<file path="src/rtl/fifo_sync_param.sv">
// Single-clock parametrised FIFO: registered read data, occupancy count,
// programmable almost-full/almost-empty, sticky overflow/underflow and a
// synchronous flush that outranks push and pop.
module fifo_sync_param #(
    parameter int DATA_WIDTH = 8,
    parameter int DEPTH      = 8,
    parameter int AF_THRESH  = DEPTH - 2,
    parameter int AE_THRESH  = 2,
    localparam int AW        = $clog2(DEPTH),
    localparam int CW        = AW + 1
) (
    input  logic                  clk,
    input  logic                  arst_n,
    input  logic                  clear,
    input  logic [DATA_WIDTH-1:0] data_in,
    input  logic                  push,
    output logic                  full,
    output logic [DATA_WIDTH-1:0] data_out,
    input  logic                  pop,
    output logic                  empty,
    output logic                  almost_full,
    output logic                  almost_empty,
    output logic [CW-1:0]         count,
    output logic                  overflow,
    output logic                  underflow
);

    logic [DATA_WIDTH-1:0] mem [DEPTH];
    logic [CW-1:0]         wr_ptr;
    logic [CW-1:0]         rd_ptr;
    logic                  push_ok;
    logic                  pop_ok;
    logic                  push_rej;
    logic                  pop_rej;

    // Status decoded from the count register alone, so flags never see
    // same-cycle inputs.
    assign full         = (count == CW'(DEPTH));
    assign empty        = (count == '0);
    assign almost_full  = (count >= CW'(AF_THRESH));
    assign almost_empty = (count <= CW'(AE_THRESH));

    // Acceptance uses pre-edge flags; a full FIFO still pops, an empty one
    // still pushes, and clear suppresses everything including error flags.
    assign push_ok  = push & ~full  & ~clear;
    assign pop_ok   = pop  & ~empty & ~clear;
    assign push_rej = push &  full  & ~clear;
    assign pop_rej  = pop  &  empty & ~clear;

    // All FIFO state; memory is deliberately left out of reset and flush.
    always_ff @(posedge clk or negedge arst_n) begin
        if (!arst_n) begin
            wr_ptr    <= '0;
            rd_ptr    <= '0;
            count     <= '0;
            data_out  <= '0;
            overflow  <= 1'b0;
            underflow <= 1'b0;
        end else if (clear) begin
            wr_ptr    <= '0;
            rd_ptr    <= '0;
            count     <= '0;
            overflow  <= 1'b0;
            underflow <= 1'b0;
        end else begin
            if (push_ok) begin
                mem[wr_ptr[AW-1:0]] <= data_in;
                wr_ptr              <= wr_ptr + CW'(1);
            end
            if (pop_ok) begin
                data_out <= mem[rd_ptr[AW-1:0]];
                rd_ptr   <= rd_ptr + CW'(1);
            end
            if (push_rej) overflow  <= 1'b1;
            if (pop_rej)  underflow <= 1'b1;
            case ({push_ok, pop_ok})
                2'b10:   count <= count + CW'(1);
                2'b01:   count <= count - CW'(1);
                default: count <= count;
            endcase
        end
    end

endmodule
</file>
<file path="config.mk">
export PLATFORM = sky130hd
export DESIGN_NAME = fifo_sync_param
export DESIGN_NICKNAME = d
export VERILOG_FILES = /design/src/rtl/fifo_sync_param.sv
export SDC_FILE = /design/constraint.sdc
export NUM_CORES = 1
export LEC_CHECK = 0
export CORE_MARGIN = 2
export CORE_UTILIZATION = 59
export CTS_BUF_LIST = sky130_fd_sc_hd__clkbuf_8
export DETAILED_ROUTE_END_ITERATION = 16
export PLACE_DENSITY = 0.91
export SETUP_SLACK_MARGIN = 0.4
export SLEW_MARGIN = 15
export SYNTH_ARGS = -nofsm -noshare
export SYNTH_HDL_FRONTEND = slang
export SYNTH_SLANG_ARGS = --single-unit
</file>
<file path="constraint.sdc">
create_clock -name clk -period 3 [get_ports clk]
set_clock_uncertainty 0.1 [all_clocks]
set_input_delay 0.3 -clock clk [delete_from_list [all_inputs] [get_ports clk]]
set_output_delay 0.3 -clock clk [all_outputs]
set_load 0.05 [all_outputs]
</file>
== After elaboration in Yosys (flattened, before gate mapping) ==
Memories as Yosys holds them, arrays and structs flattened. A register that Yosys moved wholly into a read port is not among the register bits.
Index checks and enable logic that the tools add are counted.
W data, S select, Z words.

* Register bits: 14
* Memory bits (writable): 64
* Input bits: 13
* Output and inout port bits: 18
* Word-level logic and storage cells: 48
* Memories: 1

* Add/subtract/negate cells: 4
* Order comparisons: 2
* Eq/ne operators: 3
* Mux-type cells: 13
* Bitwise operators: 11
* Reduce and logical (&&, ||, !) cells: 9

{| class="wikitable"
|+ Memory list
! name !! words !! width !! rd ports !! clocked after Yosys merged registers in !! write ports !! RTL line !! source
|-
| mem || 8 || 8 || 1 || 1 || 1 || 28 || <nowiki>logic [DATA_WIDTH-1:0] mem [DEPTH];</nowiki>
|}

{| class="wikitable"
|+ Operators by type and width
! operator !! number
|-
| $mux W4 || 5
|-
| $add A4 B1 Y4 const B || 3
|-
| $and A1 B1 Y1 || 8
|-
| $pmux W4 S2 || 1
|-
| $reduce_bool A2 Y1 || 4
|-
| $mux W1 || 7
|-
| $eq A4 B4 Y1 const B || 1
|-
| $ge A4 B3 Y1 const B || 1
|-
| $le A4 B2 Y1 const B || 1
|-
| $logic_not A4 Y1 || 1
|-
| $sub A4 B1 Y4 const B || 1
|-
| $not A1 Y1 || 3
|-
| $reduce_bool A3 Y1 || 1
|-
| $eq A2 B1 Y1 const B || 1
|-
| $eq A2 B2 Y1 const B || 1
|-
| $reduce_and A2 Y1 || 1
|-
| $logic_and A1 B1 Y1 || 1
|-
| $logic_not A1 Y1 || 1
|}

== Longest topological paths before layout ==
Gate-level depths: netlist (run 1).

* Word-level depth: 8
* Depth in mapped cells: 9
* Depth with buffers taken out: 7

== Worst setup path after synthesis (run 1) ==
No wires, ideal clock.

* Path type: register -> register
* Start: reg count[1]
* End: reg count[2]
* Setup time: 0.136 ns
* Arrival: 3.054 ns
* Required time: 2.764 ns
* Slack: -0.291 ns
* Cell stages (with the launch flop): 9
* Path buffers: 1
* Period minus slack after synthesis: 3.291 ns
* Path through: dfrtp_1 buf_2 nor4_2 a211oi_4 xor2_1 ha_1 or3_1 o211ai_1 a21oi_1

* Word-level cells in the longest chain between the ends: 7
* Elaborated cells on any way between the ends: 15
* Classes of those cells: add/sub (2); eq/ne (3); mux (2); bitwise (6); reduce/logical (2)

{| class="wikitable"
|+ RTL lines
! item !! RTL line !! source
|-
| start: declaration || 23 || <nowiki>output logic [CW-1:0] count,</nowiki>
|-
| start signal: assignment || 77 || <nowiki>2'b10: count <= count + CW'(1);</nowiki>
|-
| start signal: assignment || 78 || <nowiki>2'b01: count <= count - CW'(1);</nowiki>
|-
| start signal: assignment || 79 || <nowiki>default: count <= count;</nowiki>
|-
| $logic_not A4 Y1 * || 39 || <nowiki>assign empty = (count == '0);</nowiki>
|-
| named net empty || 20 || <nowiki>output logic empty,</nowiki>
|-
| $not A1 Y1 * || 46 || <nowiki>assign pop_ok = pop & ~empty & ~clear;</nowiki>
|-
| $and A1 B1 Y1 * (2 in series) || 46 ||
|-
| $eq A2 B1 Y1 or $eq A2 B2 Y1 (tied branches) || 76 || <nowiki>case ({push_ok, pop_ok})</nowiki>
|-
| $pmux W4 S2 || 76 ||
|-
| $mux W4 || 59 || <nowiki>end else if (clear) begin</nowiki>
|}

Mark *: on every way through the listed nets, which the timed path passes. The rest lies on a longest branch.
A chain may end at the register's enable or synchronous reset.

== Final worst setup path (run 1) ==
* Start: reg count[0]
* End: reg count[2]

* Word-level cells in the longest chain between the ends: 7
* Elaborated cells on any way between the ends: 15
* Classes of those cells: add/sub (2); eq/ne (3); mux (2); bitwise (6); reduce/logical (2)

{| class="wikitable"
|+ RTL lines
! item !! RTL line
|-
| $eq A4 B4 Y1 or $logic_not A4 Y1 (tied branches) || 38, 39
|-
| $not A1 Y1, on equally long branches || 45, 46
|-
| $and A1 B1 Y1, on equally long branches (2 in series) || 45, 46
|-
| $eq A2 B1 Y1 or $eq A2 B2 Y1 (tied branches) || 76
|-
| $pmux W4 S2 || 76
|-
| $mux W4 || 59
|}

Parallel ways exist; a longest one is shown, timed or not.

==> results.py, run 1 <==
metrics = {
    "status": {
        "status": "finished, final reports clean",
    },
    "die": {
        "rows": 28,
        "core_sq_um": 5850,
        "die_h_microns": 81.1,
        "design.die.area_sq_um": 6580,
        "io_pins": 31,
        "die_w_microns": 81.1,
        "start_util_pct": 60.0,
    },
    "final_layout": {
        "fin_nets": 282,
        "nFillCells": 328,
        "seqCellArea_sq_um": 2430,
        "diodes": 0,
        "areaGrowthSynthToFinish_pct": 19.3,
        "multi_input_area_sq_um": 1020,
        "drive_gt1_share_pct": 22.6,
    },
    "critical_path": {
        "cp.required_ns": 3.15,
        "reg2reg_depth": 7,
        "r2r-start": "count[0]",
        "timing.reg2reg.setup_slack_ns": 0.48,
        "path_cells": "or4b_4, a211oi_4, xor2_1, ha_1, or3_1, o211ai_1, a21oi_1",
        "max_stage_delay_ns": 0.60,
        "path_class": "flip-flop to flip-flop",
        "critPathCaptureType": "flip-flop",
        "worst-path-max-fanout": 8,
        "crit_slowest_cell": "or4b_4",
        "startpoint_type": "flip-flop",
        "cp.arrival_ns": 2.67,
        "r2r_end": "count[2]",
    },
    "sta": {
        "worst_pin_slew_ns": 0.828,
        "rsz0062_at_grt": "no",
        "timing.final.crit_share_pct": 83.9,
        "hold_viol": 0,
        "drv_slew": 0,
        "final.setup.tns_ns": 0,
        "setup_viol": 0,
        "relSlewSlack_pct": 44.8,
        "min_period_ns": 2.52,
        "holdWs_ns": 0.0807,
        "clock.fmax_ghz": 0.397,
    },
    "global_routing": {
        "track_usage_pct": 21.0,
        "grt_pass1_vias": 1948,
        "gr-total-overflow": 0,
        "grt_first_pass_wirelength_mm": 9.67,
        "antenna_found_initial": 0,
        "grt_max_degree": 19,
    },
    "synthesis": {
        "synth_common_cells": "64 x edfxtp_1, 20 x dfrtp_1, 18 x nor2_1, 16 x a21oi_1, 16 x mux4_2",
        "ys_types": 35,
        "synth_edf_count": 64,
        "ys_ff_latch": 84,
        "syn-instance-count": 218,
        "yosysSeqAreaShare_pct": 69.0,
        "yosys.area.top_type": "edfxtp_1",
        "synthesis.area_sq_um": 3510,
        "syn_area_per_cell_sq_um": 16.1,
        "synth-async-reset-ratio_pct": 23.8,
        "synth_fp_nets": 235,
        "ys_warn_count": 0,
        "synth_top_cell_area_share_pct": 54.7,
        "yosysMostFrequentCell": "edfxtp_1",
        "synth.area.top_cells": "edfxtp_1 55%, dfrtp_1 14%, mux4_2 10%",
        "ys.flop_type": "edfxtp_1",
    },
    "routing": {
        "wl_per_cell_microns": 18.7,
        "drt-vias-per-instance": 5.95,
        "ant_nets": 0,
        "totalWireLength_mm": 6.46,
        "dr.pass1.iters": 4,
        "vias": 2054,
        "drt_iter0_drc": 226,
        "drcViolationCount": 0,
    },
    "pwr": {
        "leakage_nw": 1.44,
        "vdd_drop_max_v": 0.000698,
        "p_per_area_nw_per_um2": 856,
    },
    "clocking": {
        "clock_sinks": 84,
        "cts_hold_buffers": 0,
        "insertion_delay_ns": 0.36,
        "path_clk_slew_ns": 0.10,
        "cts_root_buffer": "clkbuf_8",
        "cts_buffers": 9,
        "htree_levels": 3,
        "ctsLongestPathBuffers": 2,
        "cts_tree": "built",
    },
    "placed_design": {
        "dp_hpwl_mm": 4.22,
        "portBuffers": 30,
        "place.gp.congestion": 0.852,
    },
    "run": {
        "maxCapViolCount": 0,
    },
    "worst_hold_path": {
        "hold_class": "primary input to asynchronous set/reset pin",
    },
}
==> worst max-delay path: cells and delay by family (launching register included) <==
family / cells / cell delay, ns
xor+xnor: 1 / 0.12
simple gates: 2 / 0.96
flops: 1 / 0.47
compound gates: 3 / 0.55
fa+ha+maj: 1 / 0.20
==> cell type report <==
class	count	area share (%)
Clock buffer	9	2.96
Clock inverter	7	1.52
Inverter	4	0.359
Multi-Input combinational cell	117	24.4
Sequential cell	84	58.0
Tap cell	75	2.24
Timing Repair Buffer	49	10.5
==> cell families (layout without fill, tap and decap cells) <==
| group | Yosys count | count (layout) | share of synthesized area, % |
|---|---|---|---|
| and+or+nand+nor | 54 | 54 | 7.84 |
| xor gates and xnor gates | 5 | 5 | 1.25 |
| AOI/OAI and AO/OA | 29 | 29 | 5.28 |
| buffers and inverters | 17 | 69 | 2.39 |
| adders and majority gates | 4 | 4 | 1.43 |
| DFF | 84 | 84 | 69.0 |
| muxes | 25 | 25 | 12.8 |
==> state kept, by name, indices dropped and copies added (netlist names) <==
signal and cells:
rd_ptr 3, mem 64, data_out 8, overflow 1
wr_ptr 3, underflow 1, count 4
==> cells in the final DEF (no fill, tap or decap), types with 3 or more instances in the layout <==
master | Yosys | layout
clkdlybuf4s50_1 | 0 | 28
nand3_1 | 6 | 6
nand2_1 | 7 | 7
inv_6 | 0 | 3
mux2i_1 | 9 | 9
nand2b_1 | 5 | 5
dfrtp_2 | 0 | 4
xor2_1 | 3 | 3
a21oi_1 | 16 | 16
buf_4 | 0 | 19
o21ai_0 | 4 | 4
ha_1 | 4 | 4
inv_1 | 3 | 3
nor2_1 | 18 | 18
mux4_2 | 16 | 16
edfxtp_1 | 64 | 64
clkbuf_8 | 0 | 9
dfrtp_1 | 20 | 16
nor3_1 | 10 | 8
==> metal layers <==
metal | vias to the layer above | wire, microns | global-route usage (%)
met5 | - | 0 | 0
met4 | 0 | 62 | 6.10
met3 | 7 | 509 | 6.00
met2 | 83 | 3450 | 35.8
met1 | 1022 | 2430 | 26.3
li1 | 942 | - | -
==> repair_timing <==
action,in CTS,in global routing
pin swaps,1,1
setup buffers,0,7
setup endpoints to repair,3,3
resized for setup,2,1
cloned,0,0
==> per-stage QoR <==
stage,cell area [sq um],util (%),total power [W],cells,worst slack [ns]
final,4190,71.6,0.00358,345,0.483
after global routing,4190,71.6,0.00375,345,0.410
after CTS,4130,70.7,0.00354,338,0.427
after detailed placement,3950,67.5,0.00280,322,0.414
after global placement,3950,67.5,0.00276,322,0.475
after floorplan,3540,-,0.00244,218,0.228
==> where the power goes <==
group          internal [W]  switching, W  total (W)
sequential          0.00137      0.000119    0.00149
combinational      0.000511      0.000825    0.00134
clock              0.000321      0.000442   0.000762
total               0.00220       0.00139    0.00358
==> how the worst max path moves through the flow <==
stage | from | depth (start not counted) | endpoint | slack (ns)
final | count[0] | 7 | count[2] | 0.48
after global routing | count[0] | 7 | count[2] | 0.41
after floorplan | count[2] | 6 | mem[0][0] | 0.23
after detailed placement | count[1] | 7 | count[2] | 0.41
after global placement | count[1] | 7 | count[2] | 0.48
after CTS | count[1] | 7 | count[2] | 0.43
No activity file was read; power rests on OpenSTA's default activity.
==> run 2, diff against run 1 <==
==> constraint.sdc (replaced) <==
create_clock -name clk -period 2.54 [get_ports clk]
set_clock_uncertainty 0.1 [all_clocks]
set_input_delay 0.254 -clock clk [delete_from_list [all_inputs] [get_ports clk]]
set_output_delay 0.254 -clock clk [all_outputs]
set_load 0.05 [all_outputs]
==> run 2 against run 1 <==
Against the previous run: clock-buffer cell count unchanged; utilization grew 2.4 points; sequential power grew 15%; critical path type unchanged; largest power group unchanged.
==> results.py, run 2 (synthesized netlist as in run 1, its figures left out) <==
metrics = {
    "clocking": {
        "insertion_delay_ns": 0.35,
        "cts_root_buffer": "clkbuf_8",
        "cts_tree": "built",
        "ctsLongestPathBuffers": 2,
        "htree_levels": 3,
        "cts_buffers": 9,
        "path_clk_slew_ns": 0.09,
        "clock_sinks": 84,
    },
    "pwr": {
        "leakage_nw": 1.51,
        "intPower_w": 0.00260,
        "clkPwrFrac_pct": 20.3,
        "pwr-share-comb_pct": 39.5,
        "vdd_drop_max_v": 0.000912,
        "power.switching_w": 0.00168,
        "p_per_area_nw_per_um2": 989,
        "swShare_pct": 39.2,
        "seqPwrFrac_pct": 40.1,
    },
    "global_routing": {
        "grt_max_degree": 19,
        "track_usage_pct": 23.0,
        "gr-total-overflow": 0,
        "antenna_found_initial": 0,
        "grt_pass1_vias": 2031,
        "grt_first_pass_wirelength_mm": 10.6,
    },
    "sta": {
        "final.setup.tns_ns": 0,
        "worst_pin_slew_ns": 0.719,
        "timing.final.crit_share_pct": 94.6,
        "rsz0062_at_grt": "yes",
        "drv_slew": 0,
        "min_period_ns": 2.40,
        "relSlewSlack_pct": 52.1,
        "clock.fmax_ghz": 0.416,
        "hold_viol": 0,
        "setup_viol": 0,
    },
    "die": {
        "start_util_pct": 60.0,
        "core_sq_um": 5850,
        "rows": 28,
        "die_w_microns": 81.1,
        "io_pins": 31,
        "die_h_microns": 81.1,
        "design.die.area_sq_um": 6580,
    },
    "placed_design": {
        "post_dp_cell_area_sq_um": 4070,
        "place.gp.congestion": 0.907,
        "portBuffers": 30,
        "dp_hpwl_mm": 4.58,
    },
    "final_layout": {
        "final_common_cell": "edfxtp_1",
        "fin_nets": 285,
        "final_area_sq_um": 4330,
        "largest_reg_flops": 64,
        "final_cell_mix": "64 x edfxtp_1, 25 x clkdlybuf4s50_1, 21 x buf_4",
        "diodes": 0,
        "drive_gt1_share_pct": 29.3,
        "areaGrowthSynthToFinish_pct": 23.2,
    },
    "routing": {
        "wl_per_cell_microns": 20.1,
        "dr.pass1.iters": 4,
        "totalWireLength_mm": 7.00,
        "drcViolationCount": 0,
        "vias": 2113,
        "drt_iter0_drc": 187,
        "drt-vias-per-instance": 6.07,
        "ant_nets": 0,
    },
    "critical_path": {
        "worst-path-max-fanout": 4,
        "startpoint_type": "flip-flop",
        "cp.arrival_ns": 2.53,
        "cp.required_ns": 2.67,
        "path_class": "flip-flop to flip-flop",
        "critPathCaptureType": "flip-flop",
    },
    "run": {
        "maxCapViolCount": 0,
    },
    "status": {
        "status": "finished, final reports clean",
    },
    "worst_hold_path": {
        "hold_class": "primary input to asynchronous set/reset pin",
    },
}
[run 2: cell types whose count changed in the layout (fill, tap and decap cells not counted), moves of 2 or more]
cell and change:
nor2_1 -2, nor3_1 -6, clkdlybuf4s50_1 -3, nor2_2 +2, clkinv_4 +2, buf_4 +2, ha_1 -2, nor3_4 +7
[run 2: power groups by stage]
stage                     clock network [W]  registers (W)  logic, W
final                              0.000871        0.00172   0.00169
after floorplan                           0        0.00207  0.000847
after global placement                    0        0.00174   0.00160
after CTS                          0.000885        0.00172   0.00165
after global routing               0.000947        0.00173   0.00180
after detailed placement                  0        0.00175   0.00164
[run 2: what timing repair did]
action,4_1_cts,5_1_grt
hold endpoints to repair,0,0
endpoints found under the setup margin,7,36
hold buffers,0,0
setup buffers,3,0
cloned,0,0
resized for setup,6,14
pin swaps,7,0
[run 2: metal layers]
layer,vias up,wire (microns),track usage (%)
li1,946,-,-
met1,1065,2640,29.8
met2,89,3710,38.4
met3,13,545,5.11
met4,0,110,8.47
met5,-,0,0
[run 2: layout make-up]
| cell class | count | area, sq um |
|---|---|---|
| Multi-Input combinational cell | 117 | 1140 |
| Fill cell | 339 | 1520 |
| Inverter | 4 | 17.5 |
| Timing Repair Buffer | 52 | 465 |
| Clock inverter | 7 | 58.8 |
| Sequential cell | 84 | 2430 |
| Tap cell | 75 | 93.8 |
| Clock buffer | 9 | 124 |
[run 2: final timing paths]
kind / from / endpoint / slack, ns / cells after the start
setup / recovery: count[2] / count[2] / 0.14 / 8
hold / removal: arst_n / data_out[6] / 0.02 / 1
setup reg to reg: count[2] / count[2] / 0.14 / 8
hold reg to reg: overflow / overflow / 0.40 / 2
max in group asynchronous: arst_n / count[3] / 1.80 / 2
min in group clk: overflow / overflow / 0.40 / 2
[run 2: stage by stage]
step	setup slack (ns)	hold slack (ns)	utilization, %	instances	power (W)
2_1_floorplan	-0.152	-0.142	-	218	0.00292
3_3_place_gp	0.183	0.381	69.6	329	0.00333
3_5_place_dp	0.125	0.387	69.6	329	0.00339
4_1_cts	0.188	0.00768	73.4	348	0.00426
5_1_grt	0.0592	0.00513	74.0	348	0.00448
6_report	0.136	0.0152	74.0	348	0.00428
[run 2: critical path: stages (launching register included)]
cell and delay, ns:
dfrtp_2 0.42, or4b_4 0.56, a211oi_4 0.24, buf_6 0.15, xor2_2 0.07, ha_2 0.19
or3_1 0.35, o211ai_1 0.11, a21oi_1 0.11
